## src/rtl/mem_seq_pkg.sv

```systemverilog
// Shared types and constants for the memory write sequencer.
// Latency: n/a (declarations only).
// Backpressure: n/a (declarations only).
package mem_seq_pkg;

  // Sequencer phases: grant, write strobe, read-back address, compare.
  typedef enum logic [1:0] {
    IDLE  = 2'd0,
    WRITE = 2'd1,
    READ  = 2'd2,
    CHECK = 2'd3
  } state_t;

  localparam int ERR_CNT_W = 8;
  localparam logic [ERR_CNT_W-1:0] ERR_CNT_MAX = '1;

  // Saturating increment for the verify error counter.
  function automatic logic [ERR_CNT_W-1:0] sat_inc(input logic [ERR_CNT_W-1:0] v);
    return (v == ERR_CNT_MAX) ? v : v + 1'b1;
  endfunction

endpackage

```

## src/rtl/rr_arbiter.sv

```systemverilog
// Round-robin arbiter: one-hot grant plus encoded index, search starts at ptr.
// Latency: purely combinational, zero cycles.
// Backpressure: none; caller decides when to consume the grant.
module rr_arbiter #(
  parameter int N     = 3,
  parameter int IDX_W = 2
) (
  input  logic [N-1:0]     req,
  input  logic [IDX_W-1:0] ptr,
  output logic [N-1:0]     gnt,
  output logic [IDX_W-1:0] idx,
  output logic             any
);

  // Walk the requesters starting at ptr, wrapping, and take the first one set.
  always_comb begin
    int c;
    logic [IDX_W-1:0] cidx;
    gnt  = '0;
    idx  = '0;
    any  = 1'b0;
    c    = 0;
    cidx = '0;
    for (int k = 0; k < N; k++) begin
      c = int'(ptr) + k;
      if (c >= N) c = c - N;
      cidx = IDX_W'(c);
      if (!any && req[cidx]) begin
        any       = 1'b1;
        idx       = cidx;
        gnt[cidx] = 1'b1;
      end
    end
  end

endmodule

```

## src/rtl/mem_write_sequencer.sv

```systemverilog
// Serialises N requester writes round-robin onto one sync RAM port, optional read-back verify.
// Latency: mem_we 1 cycle after grant; ack at +3 (verify) or +1 (no verify).
// Backpressure: requesters hold req (level) until ack; one grant per IDLE cycle, others wait.
module mem_write_sequencer
  import mem_seq_pkg::*;
#(
  parameter int N_REQ  = 3,
  parameter int ADDR_W = 8,
  parameter int DATA_W = 8,
  parameter int VERIFY = 1
) (
  input  logic                    clk,
  input  logic                    rst_n,
  input  logic [N_REQ-1:0]        req,
  input  logic [N_REQ*ADDR_W-1:0] req_addr,
  input  logic [N_REQ*DATA_W-1:0] req_data,
  output logic [N_REQ-1:0]        ack,
  output logic                    mem_we,
  output logic [ADDR_W-1:0]       mem_addr,
  output logic [DATA_W-1:0]       mem_wdata,
  input  logic [DATA_W-1:0]       mem_rdata,
  output logic                    busy,
  output logic                    verify_err,
  output logic [ERR_CNT_W-1:0]    err_cnt
);

  localparam int IDX_W = (N_REQ > 1) ? $clog2(N_REQ) : 1;
  localparam logic [N_REQ-1:0] ONE_HOT0 = N_REQ'(1);

  state_t           state;
  logic [IDX_W-1:0] ptr;
  logic [IDX_W-1:0] gidx;
  logic [IDX_W-1:0] next_ptr;
  logic [IDX_W-1:0] win_idx;
  logic [N_REQ-1:0] win_gnt;
  logic             win_any;
  logic             mismatch;

  logic [ADDR_W-1:0] addr_arr [N_REQ];
  logic [DATA_W-1:0] data_arr [N_REQ];

  // Unpack the flat requester buses into per-requester lanes.
  always_comb begin
    for (int i = 0; i < N_REQ; i++) begin
      addr_arr[i] = req_addr[i*ADDR_W +: ADDR_W];
      data_arr[i] = req_data[i*DATA_W +: DATA_W];
    end
  end

  rr_arbiter #(
    .N     (N_REQ),
    .IDX_W (IDX_W)
  ) u_arb (
    .req (req),
    .ptr (ptr),
    .gnt (win_gnt),
    .idx (win_idx),
    .any (win_any)
  );

  // Pointer moves to the requester after the one just served, wrapping at N_REQ.
  assign next_ptr = (gidx == IDX_W'(N_REQ - 1)) ? '0 : gidx + 1'b1;

  assign busy = (state != IDLE);

  // mem_wdata still holds the latched write data, so it is the compare reference.
  // The sync RAM returns read-back data during CHECK, hence a combinational flag.
  assign mismatch   = (mem_rdata != mem_wdata);
  assign verify_err = (VERIFY != 0) && (state == CHECK) && mismatch;

  // Sequencer FSM: grant and latch, write strobe, optional read-back, ack and pointer update.
  always_ff @(posedge clk or negedge rst_n) begin
    if (!rst_n) begin
      state     <= IDLE;
      ptr       <= '0;
      gidx      <= '0;
      mem_we    <= 1'b0;
      mem_addr  <= '0;
      mem_wdata <= '0;
      ack       <= '0;
    end else begin
      ack    <= '0;
      mem_we <= 1'b0;
      case (state)
        IDLE: begin
          if (win_any) begin
            gidx      <= win_idx;
            mem_addr  <= addr_arr[win_idx];
            mem_wdata <= data_arr[win_idx];
            mem_we    <= 1'b1;
            state     <= WRITE;
            // Without verify the ack coincides with the write strobe.
            if (VERIFY == 0) ack <= win_gnt;
          end
        end
        WRITE: begin
          if (VERIFY != 0) begin
            state <= READ;
          end else begin
            state <= IDLE;
            ptr   <= next_ptr;
          end
        end
        READ: begin
          state <= CHECK;
          ack   <= ONE_HOT0 << gidx;
        end
        CHECK: begin
          state <= IDLE;
          ptr   <= next_ptr;
        end
        default: state <= IDLE;
      endcase
    end
  end

  // Saturating count of read-back mismatches.
  always_ff @(posedge clk or negedge rst_n) begin
    if (!rst_n) begin
      err_cnt <= '0;
    end else if (verify_err) begin
      err_cnt <= sat_inc(err_cnt);
    end
  end

endmodule
```

## config.mk

```make
export PLATFORM = sky130hd
export DESIGN_NAME = mem_write_sequencer
export DESIGN_NICKNAME = d
export VERILOG_FILES = /design/src/rtl/mem_seq_pkg.sv /design/src/rtl/rr_arbiter.sv /design/src/rtl/mem_write_sequencer.sv
export SDC_FILE = /design/constraint.sdc
export NUM_CORES = 1
export LEC_CHECK = 0
export BUFFER_PORTS_ARGS = -buffer_cell sky130_fd_sc_hd__buf_2
export CAP_MARGIN = 20
export CELL_PAD_IN_SITES_DETAIL_PLACEMENT = 2
export CELL_PAD_IN_SITES_GLOBAL_PLACEMENT = 2
export CORE_ASPECT_RATIO = 1.4
export CORE_MARGIN = 2
export CORE_UTILIZATION = 29
export DETAILED_ROUTE_END_ITERATION = 8
export GPL_TIMING_DRIVEN = 0
export PLACE_DENSITY = 0.92
export SLEW_MARGIN = 25
export SYNTH_ARGS = -nofsm -noshare
export SYNTH_HDL_FRONTEND = slang
export SYNTH_SLANG_ARGS = --single-unit
```

## constraint.sdc

```tcl
create_clock -name clk -period 2.8 [get_ports clk]
set_input_delay 0.42 -clock clk [delete_from_list [all_inputs] [get_ports clk]]
set_output_delay 0.42 -clock clk [all_outputs]
set_load 0.01 [all_outputs]
```

Word-level counts from Yosys, hierarchy flattened
Index checks and enable logic that the tools add are counted.
{ "op_classes": {"n_reduce_logical": 9, "n_eq_ne": 7, "shift": 1, "n_bitwise": 2, "mux": 27, "n_addsub": 7, "n_lt_le_gt_ge": 7} }
{ "ops": {"columns": ["cell", "n"], "rows": [
  ["$bmux 8 s2", 2],
  ["$mux 8", 4],
  ["$mux 2", 8],
  ["$lt 2x3->1 const B", 3],
  ["$add 8x1->8 const B", 1],
  ["$eq 8x8->1 const B", 1],
  ["$mux 1", 8],
  ["$ne 8x8->1", 1],
  ["$pmux 2 s4", 1],
  ["$bmux 1 s2", 3],
  ["$eq 2x2->1 const B", 3],
  ["$ge 3x2->1 const B", 2],
  ["$reduce_and 2->1", 2],
  ["$sub 2x1->2 const B", 2],
  ["$add 2x1->3 const B", 1],
  ["$add 2x2->3 const B", 1],
  ["$ge 3x3->1 const B", 1],
  ["$logic_and 1x1->1", 3],
  ["$mux 3", 1],
  ["$not 2->3", 1],
  ["$shl 1x2->3 const A", 1],
  ["$add 2x1->2 const B", 1],
  ["$eq 2x1->1 const B", 1],
  ["$ge 2x2->1 const B", 1],
  ["6 further kinds", 7]
]} }
{ "word_totals": {"inputBits": 61, "ff_bits": 34, "wordCells": 68, "out_inout_bits": 30} }

Logic depth before layout (Yosys ltp)
Gate-level depths: netlist (run 1).
{ "logic_depth": {"word_depth": 15, "ltp_mapped": 10, "depth_no_buf": 8} }

Hierarchy
Synthesis (run 1) repeated with hierarchy kept, for this count alone.
{ "unflattened": {"cells_unflattened": 225, "hier_area_um2": 2113.3} }
{ "by_module_without_submodules": {"columns": ["module", "cells_per_inst", "instances", "area_per_inst_um2", "seq_area_each_um2"], "rows": [
  ["mem_write_sequencer", 184, 1, 1831.8, 850.8],
  ["rr_arbiter", 41, 1, 281.5, 0.0]
]} }

Worst setup path after synthesis (run 1)
No wires, ideal clock.
{ "synth_path": {"kind": "reg-to-reg", "start": "reg ptr[0]", "end": "reg mem_addr[0]", "n_path_buf": 3, "stages_incl_launch_ff": 11, "setup_time_ns": 0.080, "setup_slack_ns": 0.508, "t_required_ns": 2.720, "synth_period_minus_slack_ns": 2.292, "arrival_ns": 2.212, "cell_sequence": "dfrtp_1 > inv_1 > ha_1 > clkbuf_2 > nand3b_1 > o21ai_2 > o221a_4 > or3_1 > buf_6 > buf_8 > o211ai_2"} }
{ "synth_via": {"elab_chain_cells": 15, "elab_cells_between_ends": 32, "classes_between": "add/sub: 5; order compare: 3; mux: 18; bitwise: 1; reduce/logical: 5"} }
{ "synth_lines": {"columns": ["element", "line", "source"], "rows": [
  ["start: declaration", "mem_write_sequencer.sv:31", "logic [IDX_W-1:0] ptr;"],
  ["start signal: assignment", "mem_write_sequencer.sv:101", "ptr <= next_ptr;"],
  ["start signal: assignment", "mem_write_sequencer.sv:110", "ptr <= next_ptr;"],
  ["parallel branches: the longest is 15 deep, another holds $add 2x1->3", null, null],
  ["end signal: assignment", "mem_write_sequencer.sv:88", "mem_addr <= addr_arr[win_idx];"],
  ["end: declaration", "mem_write_sequencer.sv:19", "output logic [ADDR_W-1:0] mem_addr,"]
]} }
Parallel ways; which one is timed is not known. The select of a mux whose other input is x is not followed.
A chain may end at the register's enable or synchronous reset.

Worst setup path after layout (run 1)
{ "layout_path": {"start": "reg ptr[0]", "end": "reg mem_addr[3]"} }
Same word-level chain as after synthesis.

==> metrics.txt, run 1 <==
clk slew on worst S/H paths 0.07 ns; synth top area cells dfrtp_1 39%, mux2i_1 9.1%, o211ai_1 7.9%, ha_1 5.1%, o211ai_2 5.1%; Clk Latency, worst-skew pair 0.29 ns; final hold vios 0; hold buffer count at cts 0; Root Driver clkbuf_8; Lkg Pwr ~1.4 nW; Main synth FF type dfrtp_1; Peak VDD IR approximately 0.00031 V; DRC Markers 0; NumNets Final 378; Syn Std Cell Area approximately 2200 µm²; XOR/XNOR Fraction of Synth Area 5.59%; Fin Hold WS ~0.22 ns; worst min-delay path class in -> async; CP required between 3 and 4 ns; fraction of registers with async set/reset 100%; Total GRT Usage ~19%; Worst Setup Path Type reg -> reg; Fin Setup TNS 0 ns; via count about 2,000; htree depth 2; core area 7360 µm²; leading area contributor after synthesis dfrtp_1; Worst setup SP type register; most common cell in the netlist dfrtp_1; pin count of the biggest net entering global routing 35; period utilization between 90% and 100%; DR pass1 iterations 4; Die Area a little over 8000 µm²; multiplexer share of the synthesized area 13.3%; slowest cell on the critical path or3_1; number of antenna violations at the first check in global routing 1; outcome completed; simple-gate share of the synthesized area about an eighth; CP Max Fanout 10; first-pass GRT wire length 12,700 µm; CTS Buffer Depth 2; syn_area_per_cell roughly 11 µm²; Synth Area in Adders under 10%; CTS sink count 34; EDFF count, synth 0; Rows 37; Final Max Slew Viols 0; CP arrival approximately 2.8 ns; Vert. Die Dim ~110 µm; main combinational cell family by area after synthesis compound AO/OA/AOI/OAI gates; crit-path cells inv_1, ha_1, clkbuf_2, nand3b_1, o21ai_2, o31ai_4, buf_4, or3_1, buf_6, buf_8, o211ai_2; port bufs 90; post-synthesis compound-gate area fraction between 10% and 20%; sequential area share after synthesis between 30% and 40%; initial DRC count 50; Starting Density 29.8%; routed length per placed instance about 19 µm; Die W ~78 µm; worst-margin pin slew roughly 0.81 ns; Pwr Density about 1100 nW/µm²; Detail Route Antenna Nets 0; #FFs+latches synth 34; hpwl dp a little under 6000 µm; Max Clock Skew between 0.006 and 0.007 ns; num ports 91; Slew headroom 46.3%; Netlist cell types 40; CP peak stage delay roughly 0.40 ns; DP Cell Count ~390; Tmin final between 2 and 3 ns; CTS tree done; Crit. Startpoint ptr[0]$_DFFE_PN0P_; Reg2Reg Launch Point ptr[0]$_DFFE_PN0P_; routability congestion estimate from global placement 0.796; drt total wl slightly below 8000 µm; synth cell count leaders 34 x dfrtp_1, 23 x o211ai_1, 21 x nand2_1; post-DR vias/cell about 5.0; post-synth top area share approximately two fifths; layout cells sized above 1 between 40 and 50%; TritonCTS buffer count 5; Max Fclk ~380 MHz; GRT overflow 0; via count of the first global-routing pass between 2,000 and 2,500; number of synthesis warnings 0; Max-Cap Viols 0; Final Non-Filler Cells between 400 and 500; Synthesized Nets roughly 280; Syn-to-layout area delta 31.9%; Worst Setup End Kind register; Post-Syn Instances between 200 and 250; Final setup viols 0; Design Power around 3.2 mW
[through the flow]
step / worst slack [ns] / util [%] / instance area [µm²]
global route: -0.00425 / 39.3 / 2890
CTS: 0.00792 / 38.9 / 2860
finish: 0.164 / 39.3 / 2890
floorplan: 0.508 / - / 2190
detailed placement: -0.0332 / 37.6 / 2770
global placement: 0.146 / 37.6 / 2770
[cell type report]
| type | instances | area, µm² |
|---|---|---|
| antenna | 1 | 2.50 |
| buffer | 10 | 75.1 |
| clock buffer | 7 | 86.3 |
| clock inverter | 1 | 5.00 |
| fill | 794 | 4470 |
| inverter | 12 | 45.0 |
| multi-input combinational | 151 | 1230 |
| sequential | 34 | 851 |
| tap | 97 | 121 |
| timing repair buffer | 94 | 480 |
[worst paths after layout]
kind | slack (ns) | endpoint | depth (start not counted)
worst max-delay path | 0.16 | mem_addr[3]$_DFFE_PN0P_ | 11
worst min-delay path | 0.22 | err_cnt[5]$_DFFE_PN0P_ | 1
worst max register to register | 0.16 | mem_addr[3]$_DFFE_PN0P_ | 11
worst min register to register | 0.49 | mem_addr[0]$_DFFE_PN0P_ | 2
max in group asynchronous | 2.07 | mem_wdata[3]$_DFFE_PN0P_ | 1
min in group clk | 0.42 | mem_addr[7]$_DFFE_PN0P_ | 3
[kinds of logic after synthesis]
logic type,after synthesis
multiplexers,27
buffers and inverters,22
flip-flops,34
AO/OA/AOI/OAI,47
XOR/XNOR,14
adder cells (fa/ha/maj),9
AND/OR/NAND/NOR,54
[flip-flops by register name, indices dropped and copies added, names as in the netlist]
signal and count:
ack 3, err_cnt 8, gidx 2, mem_addr 8, mem_wdata 8, mem_we 1
ptr 2, state 2
[critical path: cells and delay by family, from the launching register on]
family	cells	cell delay, ns
buf+inv	5	0.81
simple gates	2	0.57
compound gates	3	0.50
flops	1	0.39
fa+ha+maj	1	0.28
[per-layer routing]
| metal | GRT usage [%] | part of all wire [%] | wire length [µm] | vias up |
|---|---|---|---|---|
| li1 | - | - | - | 949 |
| met1 | 21.5 | 39 | 3010 | 1009 |
| met2 | 36.6 | 55 | 4230 | 70 |
| met3 | 2.86 | 3.3 | 258 | 17 |
| met4 | 6.76 | 2.7 | 205 | 0 |
| met5 | 0 | 0 | 0 | - |
[power breakdown]
part / switching [mW] / internal, mW / leakage [nW] / total (mW)
sequential: 0.199 / 0.720 / 0.423 / 0.919
clock: 0.185 / 0.199 / 0.0482 / 0.384
combinational: 1.07 / 0.817 / 0.972 / 1.89
[cell usage in the layout, fill, tap and decap left out, types with 2 or more instances in the layout]
| master | synthesis | layout |
|---|---|---|
| o211ai_1 | 23 | 23 |
| clkbuf_1 | 3 | 3 |
| clkbuf_2 | 2 | 2 |
| mux2_2 | 5 | 5 |
| nand3b_1 | 3 | 3 |
| buf_4 | 0 | 4 |
| nor3_1 | 5 | 5 |
| mux2i_2 | 1 | 2 |
| and3b_1 | 2 | 2 |
| o21a_1 | 2 | 2 |
| clkbuf_8 | 0 | 6 |
| xnor2_1 | 10 | 10 |
| xor2_1 | 4 | 4 |
| nor3b_1 | 3 | 3 |
| buf_6 | 3 | 3 |
| o21ai_1 | 2 | 2 |
| inv_1 | 11 | 11 |
| nor2_1 | 5 | 5 |
| nand2_1 | 21 | 21 |
| ha_1 | 9 | 9 |
| a21oi_1 | 2 | 2 |
| nor4_1 | 3 | 3 |
| dfrtp_1 | 34 | 34 |
| nand3_1 | 3 | 3 |
| or3_1 | 3 | 3 |
| o211ai_2 | 9 | 9 |
| buf_2 | 1 | 91 |
| mux2i_1 | 20 | 19 |
| o21ai_0 | 4 | 4 |
| nand4_1 | 2 | 2 |
[timing repair]
action	in CTS	in global routing
endpoints found under the setup margin	9	11
buffers inserted	1	3
gates resized for setup	0	2
pin swaps	1	1
No activity file was read; power rests on OpenSTA's default activity.
==> run 2: changes to the inputs <==
--- a/config.mk
+++ b/config.mk
@@ -10,7 +10,7 @@
 export CELL_PAD_IN_SITES_DETAIL_PLACEMENT = 2
 export CELL_PAD_IN_SITES_GLOBAL_PLACEMENT = 2
 export CORE_ASPECT_RATIO = 1.4
-export CORE_MARGIN = 2
+export CORE_MARGIN = 3
 export CORE_UTILIZATION = 29
 export DETAILED_ROUTE_END_ITERATION = 8
 export GPL_TIMING_DRIVEN = 0
==> constraint.sdc (replaced) <==
create_clock -name clk -period 2.8 [get_ports clk]
set_input_delay 0.14 -clock clk [delete_from_list [all_inputs] [get_ports clk]]
set_output_delay 0.14 -clock clk [all_outputs]
set_load 0.01 [all_outputs]
==> run 2 against run 1 <==
  * Cell count decreased by 0.25%
  * Critical path depth stayed put
  * Sequential cell count did not move
  * Die area up 4.5%
  * Global-route usage decreased by 0.15 points
  * Routed wire length rose by 6.4%
  * Setup slack got worse by 0.040 ns
  * Clock power grew 17%
  * Utilization up 1.5 points
  * Combinational power hardly changed
  * Via count rose by 1.4%
  * Critical path type unchanged
  * Critical endpoint is now mem_addr[0]$_DFFE_PN0P_
  * Largest cell class unchanged
  * Highest routed layer unchanged
==> metrics.txt, run 2 (same netlist as run 1, synthesis figures left out) <==
outcome completed (unchanged); CP Max Fanout 10 (unchanged); worst path bufs/invs 5 (unchanged); Fin Hold WS 0.127 ns (was 0.224 ns); CP arrival 2.89 ns (was 2.84 ns); CP required 3.02 ns (was 3.01 ns); core area 7160 µm² (was 7360 µm²); hpwl dp 6220 µm (was 5960 µm); Total GRT Usage 19.1% (was 19.3%); Vert. Die Dim 109 µm (was 107 µm); Design Power 3.27 mW (was 3.19 mW); Die W 79.5 µm (was 77.5 µm); via count 2,073 (was 2,045); post-CTS sizing 0 (unchanged); Worst setup SP type register (unchanged); Peak VDD IR 0.000309 V (was 0.000312 V); end of the worst hold path mem_wdata[4]$_DFFE_PN0P_; Worst Setup Path Type reg -> reg (unchanged); Crit. Startpoint ptr[0]$_DFFE_PN0P_ (unchanged); worst min-delay path class in -> reg (was in -> async); routed length per placed instance 20.2 µm (was 18.9 µm); routability congestion estimate from global placement 0.748 (was 0.796); dpl cell area 2760 µm² (was 2770 µm²); post-layout util 40.8% (was 39.3%); GRT overflow 0 (unchanged); Detail Route Antenna Nets 0 (unchanged); Pwr Density 1120 nW/µm² (was 1100 nW/µm²); Storage cell area 851 µm² (unchanged); Non-Filler Cell Area, Final 2920 µm² (was 2890 µm²); Lkg Pwr 1.46 nW (was 1.44 nW); initial DRC count 35 (was 50); Filler Cell Count 773 (was 794); reg2reg path depth 11 (unchanged); DRC Markers 0 (unchanged); Largest regs err_cnt: 8 flops, mem_addr: 8 flops, mem_wdata: 8 flops (unchanged); Syn-to-layout area delta 33.1% (was 31.9%); num ports 91 (unchanged); TritonCTS buffer count 5 (unchanged); pin count of the biggest net entering global routing 35 (unchanged); post-DR vias/cell 5.11 (was 5.02); clk slew on worst S/H paths 0.08 ns (was 0.07 ns); CP peak stage delay 0.39 ns (was 0.40 ns); layout cells sized above 1 42.1% (about the same); Max Fclk 374 MHz (was 379 MHz); crit-path cells inv_1, ha_1, clkbuf_2, nand3b_1, o21ai_1, o31ai_4, buf_4, or3_1, buf_6, buf_8, o211ai_2 (was inv_1, ha_1, clkbuf_2, nand3b_1, o21ai_2, o31ai_4, buf_4, or3_1, buf_6, buf_8, o211ai_2); DR pass1 iterations 4 (unchanged); CTS Buffer Depth 2 (unchanged); Max-Cap Viols 0 (unchanged); Final Non-Filler Cells 406 (was 407); CTS sink count 34 (unchanged); multi-input logic area 1220 µm² (was 1230 µm²); M1 GR Usage 20.3% (was 21.5%); commonest non-fill, non-tap cells in the layout 91 x buf_2, 34 x dfrtp_1, 23 x o211ai_1 (unchanged); setup slack, reg-to-reg 0.12 ns (was 0.16 ns); Slew headroom 45.7% (was 46.3%); htree depth 2 (unchanged); worst-margin pin slew 0.814 ns (was 0.806 ns); met3 Track Usage GR 3.31% (was 2.86%); Worst Setup End Kind register (unchanged); Starting Density 30.6% (was 29.8%); number of antenna violations at the first check in global routing 0 (was 1); Final setup viols 0 (unchanged); Clk Latency, worst-skew pair 0.30 ns (was 0.29 ns); port bufs 90 (unchanged); DP Cell Count 392 (was 394); RSZ-0062 raised after global routing no; CTS tree done (unchanged); Worst Hold Launch req_data[20]; Rows 36 (was 37); Max Clock Skew 0.00536 ns (was 0.00603 ns); slowest cell on the critical path or3_1 (unchanged); Die Area 8660 µm² (was 8280 µm²); via count of the first global-routing pass 2,320 (was 2,383); post-place setup slack -0.0124 ns (was -0.0332 ns); ANT cells 0 (was 1); GRT busiest layer met2 (unchanged); Root Driver clkbuf_8 (unchanged); final hold vios 0 (unchanged); Reg2Reg Launch Point ptr[0]$_DFFE_PN0P_ (unchanged); NumNets Final 380 (was 378); Fin Setup TNS 0 ns (unchanged); cell family with most CP delay buffers and inverters (unchanged); hold depth 3; Tmin final 2.68 ns (was 2.64 ns); GR Util met2 37.6% (was 36.6%); commonest non-fill, non-tap cell in the layout buf_2 (unchanged); period utilization 95.5% (was 94.1%); drt total wl 8200 µm (was 7700 µm); Final Max Slew Viols 0 (unchanged); r2r endpoint mem_addr[0]$_DFFE_PN0P_ (was mem_addr[3]$_DFFE_PN0P_); first-pass GRT wire length 12,600 µm (was 12,700 µm); Final WS setup 0.125 ns (was 0.164 ns)
## run 2: where the power goes
group	internal, mW	leakage [nW]	switching [mW]	total (mW)
sequential	0.720	0.423	0.197	0.917
clock	0.249	0.0575	0.201	0.450
combinational	0.827	0.980	1.07	1.90
total	1.80	1.46	1.47	3.27
## run 2: cell type report
type	instances	share of cell area (%)
multi-input combinational	151	41.9
sequential	34	29.1
timing repair buffer	96	17.1
tap	95	4.07
clock buffer	8	3.77
buffer	10	2.57
inverter	12	1.54
## run 2: worst max-delay path by stage
stage | end | slack, ns | cells past startpoint
3_5_place_dp | mem_addr[0]$_DFFE_PN0P_ | -0.01 | 10
4_1_cts | mem_addr[0]$_DFFE_PN0P_ | 0.08 | 9
6_report | mem_addr[0]$_DFFE_PN0P_ | 0.12 | 11
5_1_grt | mem_addr[0]$_DFFE_PN0P_ | 0.04 | 11
3_3_place_gp | mem_addr[0]$_DFFE_PN0P_ | 0.11 | 10
2_1_floorplan | mem_addr[0]$_DFFE_PN0P_ | 0.51 | 10
## run 2: timing repair
item	in CTS	in global routing
buffers inserted	3	2
hold buffers	1	0
hold endpoints to repair	34	0
setup endpoints to repair	5	6
pin swaps	1	0
## run 2: tightest hold or removal path: stages
cell and delay, ns:
buf_2 0.08, o211ai_1 0.08, o211ai_1 0.09
## run 2: metal layers
metal	vias to the layer above	routed length [µm]
met3	9	345
met2	68	4580
met4	0	128
met1	1036	3150
li1	960	-
met5	-	0
